<file path="config.mk">
export PLATFORM = sky130hd
export DESIGN_NAME = muldiv_sequencer
export DESIGN_NICKNAME = d
export VERILOG_FILES = /design/src/rtl/muldiv_sequencer.sv
export SDC_FILE = /design/constraint.sdc
export NUM_CORES = 1
export LEC_CHECK = 0
export BUFFER_PORTS_ARGS = -buffer_cell sky130_fd_sc_hd__buf_2
export CELL_PAD_IN_SITES_DETAIL_PLACEMENT = 2
export CELL_PAD_IN_SITES_GLOBAL_PLACEMENT = 2
export CORE_MARGIN = 5
export CORE_UTILIZATION = 37
export DETAILED_ROUTE_END_ITERATION = 8
export GPL_TIMING_DRIVEN = 0
export PLACE_DENSITY_LB_ADDON = 0.1
export SLEW_MARGIN = 15
export SYNTH_ARGS = -nofsm -noshare
export SYNTH_HDL_FRONTEND = slang
export SYNTH_SLANG_ARGS = --single-unit
</file>
<file path="constraint.sdc">
create_clock -name CLK -period 4.4 [get_ports CLK]
set_clock_uncertainty 0.05 [all_clocks]
set_input_delay 0.88 -clock CLK [delete_from_list [all_inputs] [get_ports CLK]]
set_output_delay 0.88 -clock CLK [all_outputs]
set_load 0.03 [all_outputs]
</file>
<file path="src/rtl/muldiv_sequencer.sv">
// RV32M multiply/divide sequencer: 1-bit/cycle shift-add multiplier and restoring divider.
// Optional MULDIV_EARLY_OUT_EN: multiply finishes as soon as the remaining multiplier bits are zero.
module muldiv_sequencer #(
  parameter int XLEN  = 32,
  parameter int CNT_W = 6
) (
  input  logic            CLK,
  input  logic            RESET_N,
  input  logic            START,
  output logic            READY,
  input  logic [4:0]      SELECT,
  input  logic [XLEN-1:0] DATA1,
  input  logic [XLEN-1:0] DATA2,
  input  logic            FLUSH,
  output logic [XLEN-1:0] RESULT,
  output logic            RESULT_VALID,
  input  logic            RESULT_READY,
  output logic            BUSY
);

  localparam logic [4:0] OP_MUL    = 5'b01001;
  localparam logic [4:0] OP_MULH   = 5'b01010;
  localparam logic [4:0] OP_MULHU  = 5'b01011;
  localparam logic [4:0] OP_MULHSU = 5'b01100;
  localparam logic [4:0] OP_DIV    = 5'b01101;
  localparam logic [4:0] OP_DIVU   = 5'b01110;
  localparam logic [4:0] OP_REM    = 5'b01111;
  localparam logic [4:0] OP_REMU   = 5'b10000;

  localparam logic [XLEN-1:0] MIN_NEG = {1'b1, {(XLEN-1){1'b0}}};

  typedef enum logic [2:0] {S_IDLE, S_MUL_RUN, S_DIV_RUN, S_FIXUP, S_DONE} state_t;

  state_t              state_q, state_d;
  logic [CNT_W-1:0]    cnt_q;
  logic [4:0]          op_q;
  logic [2*XLEN-1:0]   acc_q;
  logic [XLEN-1:0]     opb_q;
  logic [XLEN-1:0]     mplier_q;
  logic                neg_res_q;
  logic                neg_rem_q;

  function automatic logic [XLEN-1:0] neg_w(input logic [XLEN-1:0] x);
    return (~x) + XLEN'(1);
  endfunction

  function automatic logic [2*XLEN-1:0] neg_d(input logic [2*XLEN-1:0] x);
    return (~x) + (2*XLEN)'(1);
  endfunction

  logic            is_mul_in, is_div_in, is_rem_in, a_signed_in, b_signed_in;
  logic            a_neg_in, b_neg_in, div_zero_in, ovf_in, fast_in, accept;
  logic [XLEN-1:0] a_mag_in, b_mag_in, fast_res_in;

  always_comb begin
    is_mul_in   = 1'b0;
    is_div_in   = 1'b0;
    is_rem_in   = 1'b0;
    a_signed_in = 1'b0;
    b_signed_in = 1'b0;
    case (SELECT)
      OP_MUL, OP_MULHU: is_mul_in = 1'b1;
      OP_MULH: begin
        is_mul_in   = 1'b1;
        a_signed_in = 1'b1;
        b_signed_in = 1'b1;
      end
      OP_MULHSU: begin
        is_mul_in   = 1'b1;
        a_signed_in = 1'b1;
      end
      OP_DIV: begin
        is_div_in   = 1'b1;
        a_signed_in = 1'b1;
        b_signed_in = 1'b1;
      end
      OP_REM: begin
        is_div_in   = 1'b1;
        is_rem_in   = 1'b1;
        a_signed_in = 1'b1;
        b_signed_in = 1'b1;
      end
      OP_DIVU: is_div_in = 1'b1;
      OP_REMU: begin
        is_div_in = 1'b1;
        is_rem_in = 1'b1;
      end
      default: ;
    endcase

    a_neg_in    = a_signed_in & DATA1[XLEN-1];
    b_neg_in    = b_signed_in & DATA2[XLEN-1];
    a_mag_in    = a_neg_in ? neg_w(DATA1) : DATA1;
    b_mag_in    = b_neg_in ? neg_w(DATA2) : DATA2;
    div_zero_in = is_div_in && (DATA2 == '0);
    ovf_in      = is_div_in && a_signed_in && (DATA1 == MIN_NEG) && (DATA2 == '1);
    fast_in     = !(is_mul_in || is_div_in) || div_zero_in || ovf_in;

    fast_res_in = '0;
    if (div_zero_in)
      fast_res_in = is_rem_in ? DATA1 : '1;
    else if (ovf_in)
      fast_res_in = is_rem_in ? '0 : MIN_NEG;

    accept = START && READY && !FLUSH;
  end

  // Iteration step: multiply adds into the upper half then shifts right;
  // divide shifts {remainder, quotient} left and trial-subtracts.
  logic [XLEN-1:0]   mul_addend;
  logic [XLEN:0]     mul_sum;
  logic [2*XLEN-1:0] mul_step, mul_next;
  logic [XLEN:0]     div_trial;
  logic [2*XLEN-1:0] div_step;
  logic              cnt_last, mul_done;

  always_comb begin
    cnt_last   = (cnt_q == CNT_W'(XLEN-1));
    mul_addend = mplier_q[0] ? opb_q : '0;
    mul_sum    = {1'b0, acc_q[2*XLEN-1:XLEN]} + {1'b0, mul_addend};
    mul_step   = {mul_sum, acc_q[XLEN-1:1]};
`ifdef MULDIV_EARLY_OUT_EN
    mul_done   = cnt_last || (mplier_q[XLEN-1:1] == '0);
    mul_next   = mul_step >> (CNT_W'(XLEN-1) - cnt_q);
`else
    mul_done   = cnt_last;
    mul_next   = mul_step;
`endif
    div_trial  = acc_q[2*XLEN-1:XLEN-1] - {1'b0, opb_q};
    div_step   = div_trial[XLEN]
               ? {acc_q[2*XLEN-2:0], 1'b0}
               : {div_trial[XLEN-1:0], acc_q[XLEN-2:0], 1'b1};
  end

  logic [2*XLEN-1:0] prod_fix;
  logic [XLEN-1:0]   quo_fix, rem_fix, fix_res;

  always_comb begin
    prod_fix = neg_res_q ? neg_d(acc_q) : acc_q;
    quo_fix  = neg_res_q ? neg_w(acc_q[XLEN-1:0]) : acc_q[XLEN-1:0];
    rem_fix  = neg_rem_q ? neg_w(acc_q[2*XLEN-1:XLEN]) : acc_q[2*XLEN-1:XLEN];
    case (op_q)
      OP_MUL:                     fix_res = prod_fix[XLEN-1:0];
      OP_MULH, OP_MULHU, OP_MULHSU: fix_res = prod_fix[2*XLEN-1:XLEN];
      OP_DIV, OP_DIVU:            fix_res = quo_fix;
      OP_REM, OP_REMU:            fix_res = rem_fix;
      default:                    fix_res = '0;
    endcase
  end

  always_ff @(posedge CLK or negedge RESET_N) begin
    if (!RESET_N) state_q <= S_IDLE;
    else          state_q <= state_d;
  end

  always_comb begin
    state_d = state_q;
    if (FLUSH) begin
      state_d = S_IDLE;
    end else begin
      case (state_q)
        S_IDLE:
          if (START) state_d = fast_in ? S_DONE : (is_mul_in ? S_MUL_RUN : S_DIV_RUN);
        S_MUL_RUN: if (mul_done) state_d = S_FIXUP;
        S_DIV_RUN: if (cnt_last) state_d = S_FIXUP;
        S_FIXUP:   state_d = S_DONE;
        S_DONE:    if (RESULT_READY) state_d = S_IDLE;
        default:   state_d = S_IDLE;
      endcase
    end
  end

  always_comb begin
    READY        = (state_q == S_IDLE);
    BUSY         = (state_q != S_IDLE);
    RESULT_VALID = (state_q == S_DONE);
  end

  always_ff @(posedge CLK or negedge RESET_N) begin
    if (!RESET_N) begin
      cnt_q     <= '0;
      op_q      <= '0;
      acc_q     <= '0;
      opb_q     <= '0;
      mplier_q  <= '0;
      neg_res_q <= 1'b0;
      neg_rem_q <= 1'b0;
      RESULT    <= '0;
    end else begin
      case (state_q)
        S_IDLE:
          if (accept) begin
            op_q      <= SELECT;
            cnt_q     <= '0;
            neg_res_q <= a_neg_in ^ b_neg_in;
            neg_rem_q <= a_neg_in;
            if (fast_in) begin
              RESULT <= fast_res_in;
            end else if (is_mul_in) begin
              acc_q    <= '0;
              opb_q    <= a_mag_in;
              mplier_q <= b_mag_in;
            end else begin
              acc_q <= {{XLEN{1'b0}}, a_mag_in};
              opb_q <= b_mag_in;
            end
          end
        S_MUL_RUN: begin
          acc_q    <= mul_next;
          mplier_q <= mplier_q >> 1;
          cnt_q    <= cnt_q + CNT_W'(1);
        end
        S_DIV_RUN: begin
          acc_q <= div_step;
          cnt_q <= cnt_q + CNT_W'(1);
        end
        S_FIXUP: RESULT <= fix_res;
        default: ;
      endcase
    end
  end

endmodule
</file>
After elaboration in Yosys (flattened, before gate mapping)
Index checks and enable logic that the tools add are counted.

Register bits: 176. Input bits: 74. Output and inout port bits: 35. Logic and storage cells: 128.

Add/sub/neg operators: 8. Equal/unequal tests: 30. Muxes and demuxes: 38. Bitwise gates (word level): 9. Reduce and logical (&&, ||, !) cells: 34.

Operators with widths (number): $mux 32 (16); $mux 64 (4); $pmux 64 s3 (1); $add 32x1->32 const B (4); $not 32->32 (4); $pmux 32 s2 (2); $pmux 32 s4 (1); $eq 5x4->1 const B (14); $add 64x1->64 const B (1); $eq 32x32->1 const B (2); $not 64->64 (1); $add 32x32->33 (1); $sub 33x32->33 (1); $logic_not 32->1 (1); $mux 3 (5); $pmux 3 s4 (1); $pmux 6 s2 (1); $reduce_and 3->1 (4); $reduce_or 4->1 (3); $eq 5x5->1 const B (2); $reduce_or 2->1 (4); $add 6x1->6 const B (1); $eq 3x2->1 const B (2); $eq 6x5->1 const B (1); 21 further kinds (42).

Depth between registers and ports, before layout
Depth after elaboration: 11. Mapped depth: 13. Mapped depth without buffers: 12.

Worst setup path before layout
Ideal clock, no wire load.

Path kind: input-to-reg. Start point: input port DATA1[5]. End point: register RESULT[11]. Library setup time: 0.126 ns. Arrival: 3.505 ns. Required time: 4.224 ns. Path slack: 0.719 ns. Stages on the path: 10. Buffers on the path: 2. Cells stage by stage: or4_4 > or4b_1 > or3_4 > nor4_4 > nor2_2 > or2_1 > buf_6 > and2_4 > buf_6 > a221o_1.

Word-level cells in the longest chain between the ends: 8. Elaborated cells between the ends (all ways): 11. Classes of those cells: eq/ne (2); mux (5); reduce/logical (4).

Ends and longest elaborated chain: from (decl) (RTL line 12) `input logic [XLEN-1:0] DATA1,`; $eq 32x32->1 * (RTL line 96) `ovf_in = is_div_in && a_signed_in && (DATA1 == MIN_NEG) && (DATA2 == '1);`; $logic_and 1x1->1 * (2 in a row) (RTL line 96); $mux 32 (RTL line 102) `else if (ovf_in)`; $mux 32 (RTL line 100) `if (div_zero_in)`; $mux 32 (RTL line 197) `if (fast_in) begin`; $mux 32 (RTL line 192) `if (accept) begin`; $pmux 32 s2 (RTL line 190) `case (state_q)`; to (signal assigned) (RTL line 198) `RESULT <= fast_res_in;`; to (signal assigned) (RTL line 217) `S_FIXUP: RESULT <= fix_res;`; to (decl) (RTL line 15) `output logic [XLEN-1:0] RESULT,`.

Mark *: on every way between the ends. The rest lies on a longest branch, timed or not. The select of a mux whose other input is x is not followed. A chain may end at the register's enable or synchronous reset.

Final worst setup path
Start point: input port DATA2[14]. End point: register acc_q[6].

Word-level cells in the longest chain between the ends: 6. Elaborated cells between the ends (all ways): 8. Classes of those cells: eq/ne (2); reduce/logical (6).

Ends and longest elaborated chain: from (decl) (RTL line 13) `input logic [XLEN-1:0] DATA2,`; $logic_not 32->1 (RTL line 95) `div_zero_in = is_div_in && (DATA2 == '0);`; $logic_and 1x1->1 (RTL line 95); $logic_or 1x1->1 (RTL line 97) `fast_in = !(is_mul_in || is_div_in) || div_zero_in || ovf_in;`; $logic_or 1x1->1 * (RTL line 97); $ne 2x2->1 (no source line) *; $reduce_and 3->1 (no source line) *; to (signal assigned) (RTL line 204) `acc_q <= {{XLEN{1'b0}}, a_mag_in};`; to (signal assigned) (RTL line 209) `acc_q <= mul_next;`; to (signal assigned) (RTL line 214) `acc_q <= div_step;`; to (decl) (RTL line 37) `logic [2*XLEN-1:0] acc_q;`.

Mark *: on every way between the ends. The rest lies on a longest branch, timed or not.

==> summary.txt <==
Req. time, crit path -> 4740 ps
Sequential fraction of the synthesis area -> 27.3%
Initial Utilization -> 37.4%
Reg power frac -> 23.5%
Iteration-0 DRC Markers -> 1436
Post-Syn Area -> 0.0161 mm^2
Syn Nets -> 2214
Inserted Clock Buffers -> 17
Die area -> 0.0478 mm^2
Clk sink count -> 176
CP Capture Type -> flop
Max Freq -> 0.236 GHz
Fin nets -> 2339
Internal -> 6.06 mW
Static leakage -> 7.71 nW
Non-Filler Instances -> 2792
PnR Total Power -> 13.5 mW
Critical path arrival -> 4570 ps
Asr flop ratio synth -> 100%
Pwr per Cell Area -> 751 mW/mm^2
CTS tree -> done
Final hold violation count -> 0
Post-synth top flop -> dfrtp_1
Combinational power share -> 64.4%
Worst-path fanout max -> 10
RSZ-0062 raised after global routing -> no
Warnings, synthesis -> 0
Final Cycle Share -> 96.2%
Worst path cell trace -> buf_2 > or4_1 > nor4b_1 > nand4_1 > o21ai_0 > o31ai_1 > nand2_1 > buf_2 > buf_1 > nand2_1 > o21ai_0
CTS root buf -> clkbuf_16
Worst Hold Slack -> 306 ps
CP Launch Type -> primary input
Total global-route track usage -> 32.4%
Drt pass-1 iters -> 7
First-pass GRT wire length -> 117000 um
Max incr delay on CP -> 600 ps
Vias -> 17500
Yosys reg bits -> 176
WL/cell -> 28.1 um
Core area -> 0.0431 mm^2
Min-Delay Path Class -> in -> async
Antenna violations before repair -> 2
Fraction of layout cells with a size suffix above 1 -> 9.34%
Worst-Margin Slew -> 1190 ps
Largest net degree at the start of global routing -> 93
Final setup fails -> 0
Max VDD drop -> 0.366 mV
Die width -> 219 um
Final Max Slew Viols -> 0
Cts hold-fix bufs -> 0
Global route total overflow -> 0
Mean Syn Cell Area -> 7.79 um^2
Relative slew slack -> 20.4%
Clock power share -> 12.0%
Max Cap Viol -> 0
Routed WL -> 78500 um
Syn Inst Count -> 2068
Post-detail-place hpwl -> 63200 um
Critical setup path kind -> in -> reg
CTS Buffer Depth -> 2
Cell variety after synth -> 74
Number of global-route vias before repair -> 18400
Placed Cells -> 2759
Synth top area cells -> dfrtp_1, o21ai_0, xor2_1, ha_1, xnor2_1
Yosys top cell by area -> dfrtp_1
Most frequent cells in the layout -> o21ai_0, nand2_1, dfrtp_1
Worst-path clk slew -> 80 ps
Row count -> 76
Number of H-tree levels -> 4
Port bufs -> 105
Most common cell after layout, fill and taps aside -> o21ai_0
P&R area growth vs syn -> 11.9%
Switching power -> 7.48 mW
Minimum clock period -> 4230 ps
Fill count -> 5027
Remaining antenna violation count -> 0
Routability cong. -> 0.952
Sw Ratio -> 55.2%
Critical-path top delay cell -> nand4_1
Post-DR vias/cell -> 6.27
Clk_lat worst skew -> 500 ps
Synth top area share -> 27.3%
EDFF count, synth -> 0
DRC -> 0
Status -> complete, no violations
Die height -> 219 um
Io pins -> 109
-- metrics by stage --
step                      util (%)  instance area, um^2  TNS [ps]  setup WS [ps]
after floorplan                  -                16100         0            719
after global placement        40.3                17400   -134850           -766
after detailed placement      40.4                17400    -19750           -537
after CTS                     41.8                18000         0           17.7
after global routing          41.9                18000         0           16.2
final                         41.9                18000         0            168
-- kinds of logic after synthesis --
kind of cell	Yosys count	share of synthesized area, %
adders and majority gates	72	5.68
AOI/OAI and AO/OA	700	27.5
and+or+nand+nor	656	19.9
xor gates and xnor gates	199	10.8
buffers and inverters	206	5.08
DFF	176	27.3
muxes	59	3.74
-- power by group through the flow --
stage	sequential, mW	combinational (mW)	clock, mW
floorplan	3.00	5.68	0
global placement	3.14	8.19	0
detailed placement	3.19	8.51	0
CTS	3.16	8.60	1.65
global route	3.26	9.42	1.70
finish	3.19	8.73	1.63
-- cell usage after synthesis (11+ instances only) --
cell type / n
o21ai_0: 235
nand2_1: 205
dfrtp_1: 176
nor2_1: 169
a21oi_1: 150
clkbuf_1: 124
xor2_1: 106
xnor2_1: 93
ha_1: 70
inv_1: 55
mux2i_1: 49
nor3_1: 43
and2_1: 40
o31ai_1: 35
a21o_1: 32
a211oi_1: 31
a222oi_1: 30
nand3_1: 29
a31oi_1: 26
nand4_1: 26
o22ai_1: 24
a22oi_1: 22
nand2b_1: 21
nor4_1: 18
or4_1: 18
o211ai_1: 17
o41ai_1: 17
or3_1: 17
buf_2: 13
and3_1: 12
or2_2: 11
-- worst max-delay path: cells and delay by family --
family	cells	cell delay (ps)
AOI/OAI and AO/OA	3	660
buffers and inverters	3	940
and+or+nand+nor	5	2070
-- flip-flops by register name, indices dropped and copies added (netlist names) --
signal and cells:
acc_q 64, op_q 5, RESULT 32, opb_q 32
state_q 3, mplier_q 32, neg_rem_q 1, cnt_q 6
neg_res_q 1
-- worst paths after layout --
check                       startpoint     endpoint  slack (ps)  cells past startpoint
min                            RESET_N  mplier_q[6]         310                      1
max                          DATA2[14]     acc_q[6]         170                     11
max reg2reg                mplier_q[0]    acc_q[61]         200                     13
max in group asynchronous      RESET_N   RESULT[17]        3000                      2
min in group CLK           mplier_q[8]  mplier_q[8]         430                      2
min reg2reg                mplier_q[8]  mplier_q[8]         430                      2
-- repair_timing --
action	in CTS	in global routing
endpoints found under the setup margin	23	5
pin swaps	0	0
setup buffers	0	0
gates resized for setup	4	6
-- metal layers --
layer / share of wire, % / wire, um / up-vias / global-route usage (%)
met5: 0 / 0 / - / 0
met4: 4.0 / 3150 / 0 / 12.2
met3: 5.9 / 4650 / 130 / 5.37
met2: 46 / 36000 / 560 / 52.1
met1: 44 / 34700 / 8986 / 43.9
li1: - / - / 7839 / -
-- final cells by class --
cell class	count	area (um^2)	area share, %
multi-input combinational	1686	10900	60.5
sequential	176	4400	24.4
tap	585	732	4.06
buffer	151	619	3.43
timing repair buffer	106	563	3.12
clock buffer	17	425	2.36
inverter	55	206	1.14
clock inverter	15	174	0.964
antenna	1	2.50	0.0139
No activity file was read; power rests on OpenSTA's default activity.
